### src/rtl/peripheral_bfm_slave_wb.sv
// Wishbone B3 slave front-end: turns classic and burst bus cycles into single-beat
// backend commands and returns the backend's ack/err and read data to the master.
module peripheral_bfm_slave_wb #(
    parameter int AW    = 32,
    parameter int DW    = 32,
    parameter int DEBUG = 0
) (
    input  logic            wb_clk,
    input  logic            wb_rst,
    input  logic [AW-1:0]   wb_adr_i,
    input  logic [DW-1:0]   wb_dat_i,
    input  logic [DW/8-1:0] wb_sel_i,
    input  logic            wb_we_i,
    input  logic [1:0]      wb_bte_i,
    input  logic [2:0]      wb_cti_i,
    input  logic            wb_cyc_i,
    input  logic            wb_stb_i,
    output logic [DW-1:0]   wb_dat_o,
    output logic            wb_ack_o,
    output logic            wb_err_o,
    output logic            wb_rty_o,
    output logic            cmd_valid,
    output logic            cmd_we,
    output logic [AW-1:0]   cmd_adr,
    output logic [DW-1:0]   cmd_dat,
    output logic [DW/8-1:0] cmd_sel,
    output logic            cmd_burst,
    output logic            cmd_last,
    input  logic            rsp_valid,
    input  logic            rsp_err,
    input  logic [DW-1:0]   rsp_dat
);
    localparam int SW = DW / 8;

    localparam logic [1:0] S_IDLE = 2'd0;
    localparam logic [1:0] S_REQ  = 2'd1;
    localparam logic [1:0] S_ACK  = 2'd2;
    localparam logic [1:0] S_WAIT = 2'd3;

    logic [1:0]    r_state;
    logic [AW-1:0] r_adr;
    logic          r_we;
    logic [DW-1:0] r_dat;
    logic [SW-1:0] r_sel;
    logic [2:0]    r_cti;
    logic [1:0]    r_bte;
    logic          r_burst;
    logic          r_last;
    logic          r_ack;
    logic          r_err;
    logic [DW-1:0] r_datO;

    logic          w_ctiBurst;
    logic [AW-1:0] w_incAdr;
    logic [AW-1:0] w_wrapMask;
    logic [AW-1:0] w_nextAdr;
    logic [AW-1:0] w_beatAdr;

    // Beat-tracing hook for simulation builds; it carries no hardware.
    if (DEBUG != 0) begin : g_debugTrace
    end

    assign w_ctiBurst = (wb_cti_i == 3'b001) || (wb_cti_i == 3'b010);
    assign w_incAdr   = r_adr + AW'(SW);

    // An all-ones mask makes the wrap merge degenerate into a plain linear increment.
    always_comb begin
        w_wrapMask = '1;
        case (r_bte)
            2'b01:   w_wrapMask = AW'(4 * SW - 1);
            2'b10:   w_wrapMask = AW'(8 * SW - 1);
            2'b11:   w_wrapMask = AW'(16 * SW - 1);
            default: w_wrapMask = '1;
        endcase
    end

    assign w_nextAdr = (r_cti == 3'b001) ? r_adr
                                         : ((r_adr & ~w_wrapMask) | (w_incAdr & w_wrapMask));
    assign w_beatAdr = (r_state == S_WAIT) ? w_nextAdr : wb_adr_i;

    always_ff @(posedge wb_clk) begin
        if (wb_rst) begin
            r_state <= S_IDLE;
            r_adr   <= '0;
            r_we    <= 1'b0;
            r_dat   <= '0;
            r_sel   <= '0;
            r_cti   <= '0;
            r_bte   <= '0;
            r_burst <= 1'b0;
            r_last  <= 1'b0;
            r_ack   <= 1'b0;
            r_err   <= 1'b0;
            r_datO  <= '0;
        end else begin
            r_ack  <= 1'b0;
            r_err  <= 1'b0;
            r_datO <= '0;
            if (!wb_cyc_i) begin
                r_state <= S_IDLE;
            end else begin
                case (r_state)
                    S_IDLE, S_WAIT: begin
                        if (wb_stb_i) begin
                            r_adr   <= w_beatAdr;
                            r_we    <= wb_we_i;
                            r_dat   <= wb_dat_i;
                            r_sel   <= wb_sel_i;
                            r_cti   <= wb_cti_i;
                            r_last  <= !w_ctiBurst;
                            r_burst <= w_ctiBurst || (r_state == S_WAIT);
                            if (r_state == S_IDLE) begin
                                r_bte <= wb_bte_i;
                            end
                            r_state <= S_REQ;
                        end
                    end
                    S_REQ: begin
                        if (rsp_valid) begin
                            r_ack   <= !rsp_err;
                            r_err   <= rsp_err;
                            r_datO  <= (!r_we && !rsp_err) ? rsp_dat : '0;
                            r_state <= S_ACK;
                        end
                    end
                    // The master only presents the next beat after seeing ack, so
                    // a continuing burst is resampled from the sub-idle state.
                    S_ACK: begin
                        r_state <= r_last ? S_IDLE : S_WAIT;
                    end
                    default: r_state <= S_IDLE;
                endcase
            end
        end
    end

    assign wb_dat_o  = r_datO;
    assign wb_ack_o  = r_ack;
    assign wb_err_o  = r_err;
    assign wb_rty_o  = 1'b0;
    assign cmd_valid = (r_state == S_REQ) && wb_cyc_i;
    assign cmd_we    = r_we;
    assign cmd_adr   = r_adr;
    assign cmd_dat   = r_dat;
    assign cmd_sel   = r_sel;
    assign cmd_burst = r_burst;
    assign cmd_last  = r_last;

endmodule

### config.mk
export PLATFORM = sky130hd
export DESIGN_NAME = peripheral_bfm_slave_wb
export DESIGN_NICKNAME = d
export VERILOG_FILES = /design/src/rtl/peripheral_bfm_slave_wb.sv
export SDC_FILE = /design/constraint.sdc
export NUM_CORES = 1
export LEC_CHECK = 0
export CORE_UTILIZATION = 32
export DETAILED_ROUTE_END_ITERATION = 8
export HOLD_SLACK_MARGIN = 0.15
export PLACE_DENSITY = 0.75
export SLEW_MARGIN = 20
export SYNTH_ARGS = -nofsm -noshare
export SYNTH_HDL_FRONTEND = slang
export SYNTH_SLANG_ARGS = --single-unit
### constraint.sdc
create_clock -name wb_clk -period 2 [get_ports wb_clk]
set_input_delay 0.5 -clock wb_clk [delete_from_list [all_inputs] [get_ports wb_clk]]
set_output_delay 0.5 -clock wb_clk [all_outputs]
set_load 0.02 [all_outputs]
==> load_flow_metrics.sql <==
INSERT INTO impl_metrics (metric_group, metric, value, unit) VALUES
('outcome', 'status', 'complete, no violations', ''),
('sta', 'layout_worst_path_cycle_share', '0.979', ''),
('place', 'dp_hpwl', '12.0', 'mm'),
('clocking', 'cts_tree', 'yes', ''),
('clocking', 'numCtsBuffers', '9', ''),
('setup_path', 'critPathMaxFanout', '5', ''),
('detailed_routing', 'firstDrtPassIters', '4', ''),
('synthesis', 'yosys_most_used_dff', 'sky130_fd_sc_hd__dfxtp_1', ''),
('finish', 'final-seq-area', '0.00225', 'sq mm'),
('setup_path', 'reg2reg_setup_slack', '0.05', 'ns'),
('place', 'buffer_ports.inserted', '217', ''),
('sta', 'final_period_minus_worst_setup_slack', '1.96', 'ns'),
('sta', 'finalMaxSlewViolations', '0', ''),
('finish', 'layout.cells.most_common', 'sky130_fd_sc_hd__clkdlybuf4s50_1', ''),
('synthesis', 'synthesized_nets', '686', ''),
('setup_path', 'arrival', '1.46', 'ns'),
('synthesis', 'synth.cell_area', '0.00470', 'sq mm'),
('sta', 'finalHoldWorstSlack', '0.453', 'ns'),
('global_routing', 'global_route.usage.total', '0.209', ''),
('floorplanning', 'initial_utilization', '0.333', ''),
('clocking', 'clock_sink_count', '112', ''),
('pwr', 'vdd_ir_drop_max', '492', 'uV'),
('global_routing', 'grt_antenna_before_repair', '0', ''),
('sta', 'report.final.hold_viol_count', '0', ''),
('synthesis', 'synth.ff_latch_count', '112', ''),
('synthesis', 'synthDistinctLibCells', '63', ''),
('finish', 'postLayoutCellArea', '0.00778', 'sq mm'),
('setup_path', 'timing.reg2reg.worst_path_depth', '6', ''),
('setup_path', 'startpoint_type', 'flip-flop', ''),
('finish', 'proportion_of_layout_cells_with_a_drive_suffix_above_1', '0.122', ''),
('detailed_routing', 'postRouteAntennaNets', '0', ''),
('place', 'placement.cell_area', '0.00741', 'sq mm'),
('finish', 'flow.area_growth_from_synthesis', '65.7', '%'),
('floorplanning', 'die_x', '123', 'microns'),
('finish', 'layout.filler_cells', '1316', ''),
('synthesis', 'async_reset_ff_frac', '0', ''),
('detailed_routing', 'route.layer.met1.wl', '6.89', 'mm'),
('synthesis', 'synth-edff-count', '0', ''),
('run', 'cap_violations', '0', ''),
('global_routing', 'grt_first_pass_wirelength', '24.4', 'mm'),
('floorplanning', 'fp.dieArea', '0.0152', 'sq mm'),
('pwr', 'pwr_density_cell', '631', 'mW/mm^2'),
('floorplanning', 'floorplan.io_pins', '219', ''),
('floorplanning', 'die_y', '123', 'microns'),
('synthesis', 'post_synth_inst_count', '567', ''),
('sta', 'finalSetupViolCount', '0', ''),
('clocking', 'htree_levels', '3', ''),
('finish', 'multiInputGateArea', '0.00232', 'sq mm'),
('worst_hold_path', 'holdCritStartpoint', 'cmd_dat[15]$_SDFFE_PP0P_', ''),
('pwr', 'static-leakage-power', '3.10', 'nW'),
('worst_hold_path', 'timing.hold.worst_endpoint', 'cmd_dat[15]$_SDFFE_PP0P_', ''),
('detailed_routing', 'routed_wirelength', '16.1', 'mm'),
('setup_path', 'criticalPathCategory', 'reg2out', ''),
('detailed_routing', 'detailroute.wirelength.met3', '1.47', 'mm'),
('setup_path', 'setup.worst_path.end_class', 'output pin', ''),
('detailed_routing', 'drc', '0', ''),
('global_routing', 'grt_remaining_overflow', '0', ''),
('detailed_routing', 'routedWlPerCell', '16.0', 'microns'),
('worst_hold_path', 'whs_path_depth', '2', ''),
('worst_hold_path', 'worst_hold_path_type', 'reg2reg', ''),
('detailed_routing', 'drt-vias-per-instance', '5.03', ''),
('clocking', 'clock_path_buffers', '2', ''),
('finish', 'most_frequent_cells_in_the_layout', 'sky130_fd_sc_hd__clkdlybuf4s50_1 (203), sky130_fd_sc_hd__nand2_1 (111), sky130_fd_sc_hd__dfxtp_1 (109), sky130_fd_sc_hd__a21oi_1 (66), sky130_fd_sc_hd__buf_4 (57)', ''),
('floorplanning', 'placementRows', '43', ''),
('setup_path', 'timing.critical_path.required', '1.50', 'ns'),
('detailed_routing', 'detailroute.wirelength.met2', '7.54', 'mm'),
('finish', 'fin_nets', '940', ''),
('global_routing', 'number_of_global_route_vias_before_repair', '4721', ''),
('synthesis', 'ys.warnings.count', '0', ''),
('floorplanning', 'core', '0.0141', 'sq mm'),
('detailed_routing', 'detailroute.via_count', '5061', '');
==> cell families after synthesis <==
kind of cell | after synthesis | share of synthesized area
mux | 5 | 0.0107
fa+ha+maj | 7 | 0.0187
flops | 112 | 0.477
compound gates | 146 | 0.189
other cells | 1 | 0.000799
simple gates | 243 | 0.258
xor+xnor | 1 | 0.00187
buf+inv | 52 | 0.0426
==> per-stage QoR <==
stage	std cells	setup slack, ns	power, mW	setup TNS [ns]	utilization
final	1006	0.0418	4.91	0	0.552
after global routing	1006	-0.0291	5.11	-0.0291	0.552
after CTS	1004	0.0132	4.97	0	0.545
after detailed placement	988	-0.202	3.22	-7.52	0.526
after global placement	988	-0.191	3.21	-4.29	0.526
after floorplan	567	0.00641	2.73	0	-
==> cell type report <==
type | count | share of cell area
sequential | 112 | 0.289
timing repair buffer | 276 | 0.340
multi-input combinational | 403 | 0.298
clock buffer | 9 | 0.0289
inverter | 19 | 0.00916
tap | 180 | 0.0289
clock inverter | 7 | 0.00675
==> per-layer routing <==
metal,up-vias,global-route usage
met5,-,0
met4,0,0.0384
met3,14,0.0761
met2,196,0.334
met1,2360,0.273
li1,2491,-
==> power breakdown <==
part           total [mW]  leakage [nW]  switching, mW  internal (mW)
registers            2.38         0.912         0.0694           2.31
logic               0.798          2.05          0.357          0.442
clock network        1.74         0.137          0.877          0.859
==> worst max-delay path, stage by stage, from the launching register on <==
cell,delay (ns)
sky130_fd_sc_hd__dfxtp_1,0.35
sky130_fd_sc_hd__buf_4,0.15
sky130_fd_sc_hd__clkdlybuf4s50_1,0.61
==> Yosys cell counts, types with 4 or more instances <==
master                     number  area (sq um)
sky130_fd_sc_hd__a21oi_1       67           335
sky130_fd_sc_hd__a22oi_1        6          45.0
sky130_fd_sc_hd__a31oi_1       11          68.8
sky130_fd_sc_hd__and2_1        34           213
sky130_fd_sc_hd__clkbuf_1      28           105
sky130_fd_sc_hd__dfxtp_1      112          2240
sky130_fd_sc_hd__ha_1           7          87.6
sky130_fd_sc_hd__inv_1         18          67.6
sky130_fd_sc_hd__mux2i_1        5          50.1
sky130_fd_sc_hd__nand2_1      113           424
sky130_fd_sc_hd__nand3_1        6          30.0
sky130_fd_sc_hd__nand4_1       15          93.8
sky130_fd_sc_hd__nor2_1        30           113
sky130_fd_sc_hd__nor2b_1        5          31.3
sky130_fd_sc_hd__nor3_1         7          35.0
sky130_fd_sc_hd__nor4_1         6          37.5
sky130_fd_sc_hd__o21ai_0       24           120
sky130_fd_sc_hd__o32ai_1        6          52.6
sky130_fd_sc_hd__or4_1          4          30.0
==> worst max path at each step <==
stage	startpoint	to	slack [ns]	cells past startpoint
final	flip-flop	cmd_adr[14]	0.04	2
after global routing	cmd_adr[3]$_SDFFE_PP0P_	flip-flop	-0.03	6
after CTS	r_state[0]$_SDFFE_PP0P_	flip-flop	0.01	9
after detailed placement	wb_cyc_i	flip-flop	-0.20	6
after global placement	wb_cyc_i	cmd_valid	-0.19	3
after floorplan	cmd_adr[2]$_SDFFE_PP0P_	flip-flop	0.006	6
==> timing repair <==
action                                  in CTS  in global routing
setup buffers                                0                  2
hold buffers                                 0                  0
gates resized for setup                      3                 27
pin swaps                                    0                  1
endpoints found under the setup margin       3                 40
Note: power is estimated with default switching activity, not from simulation.
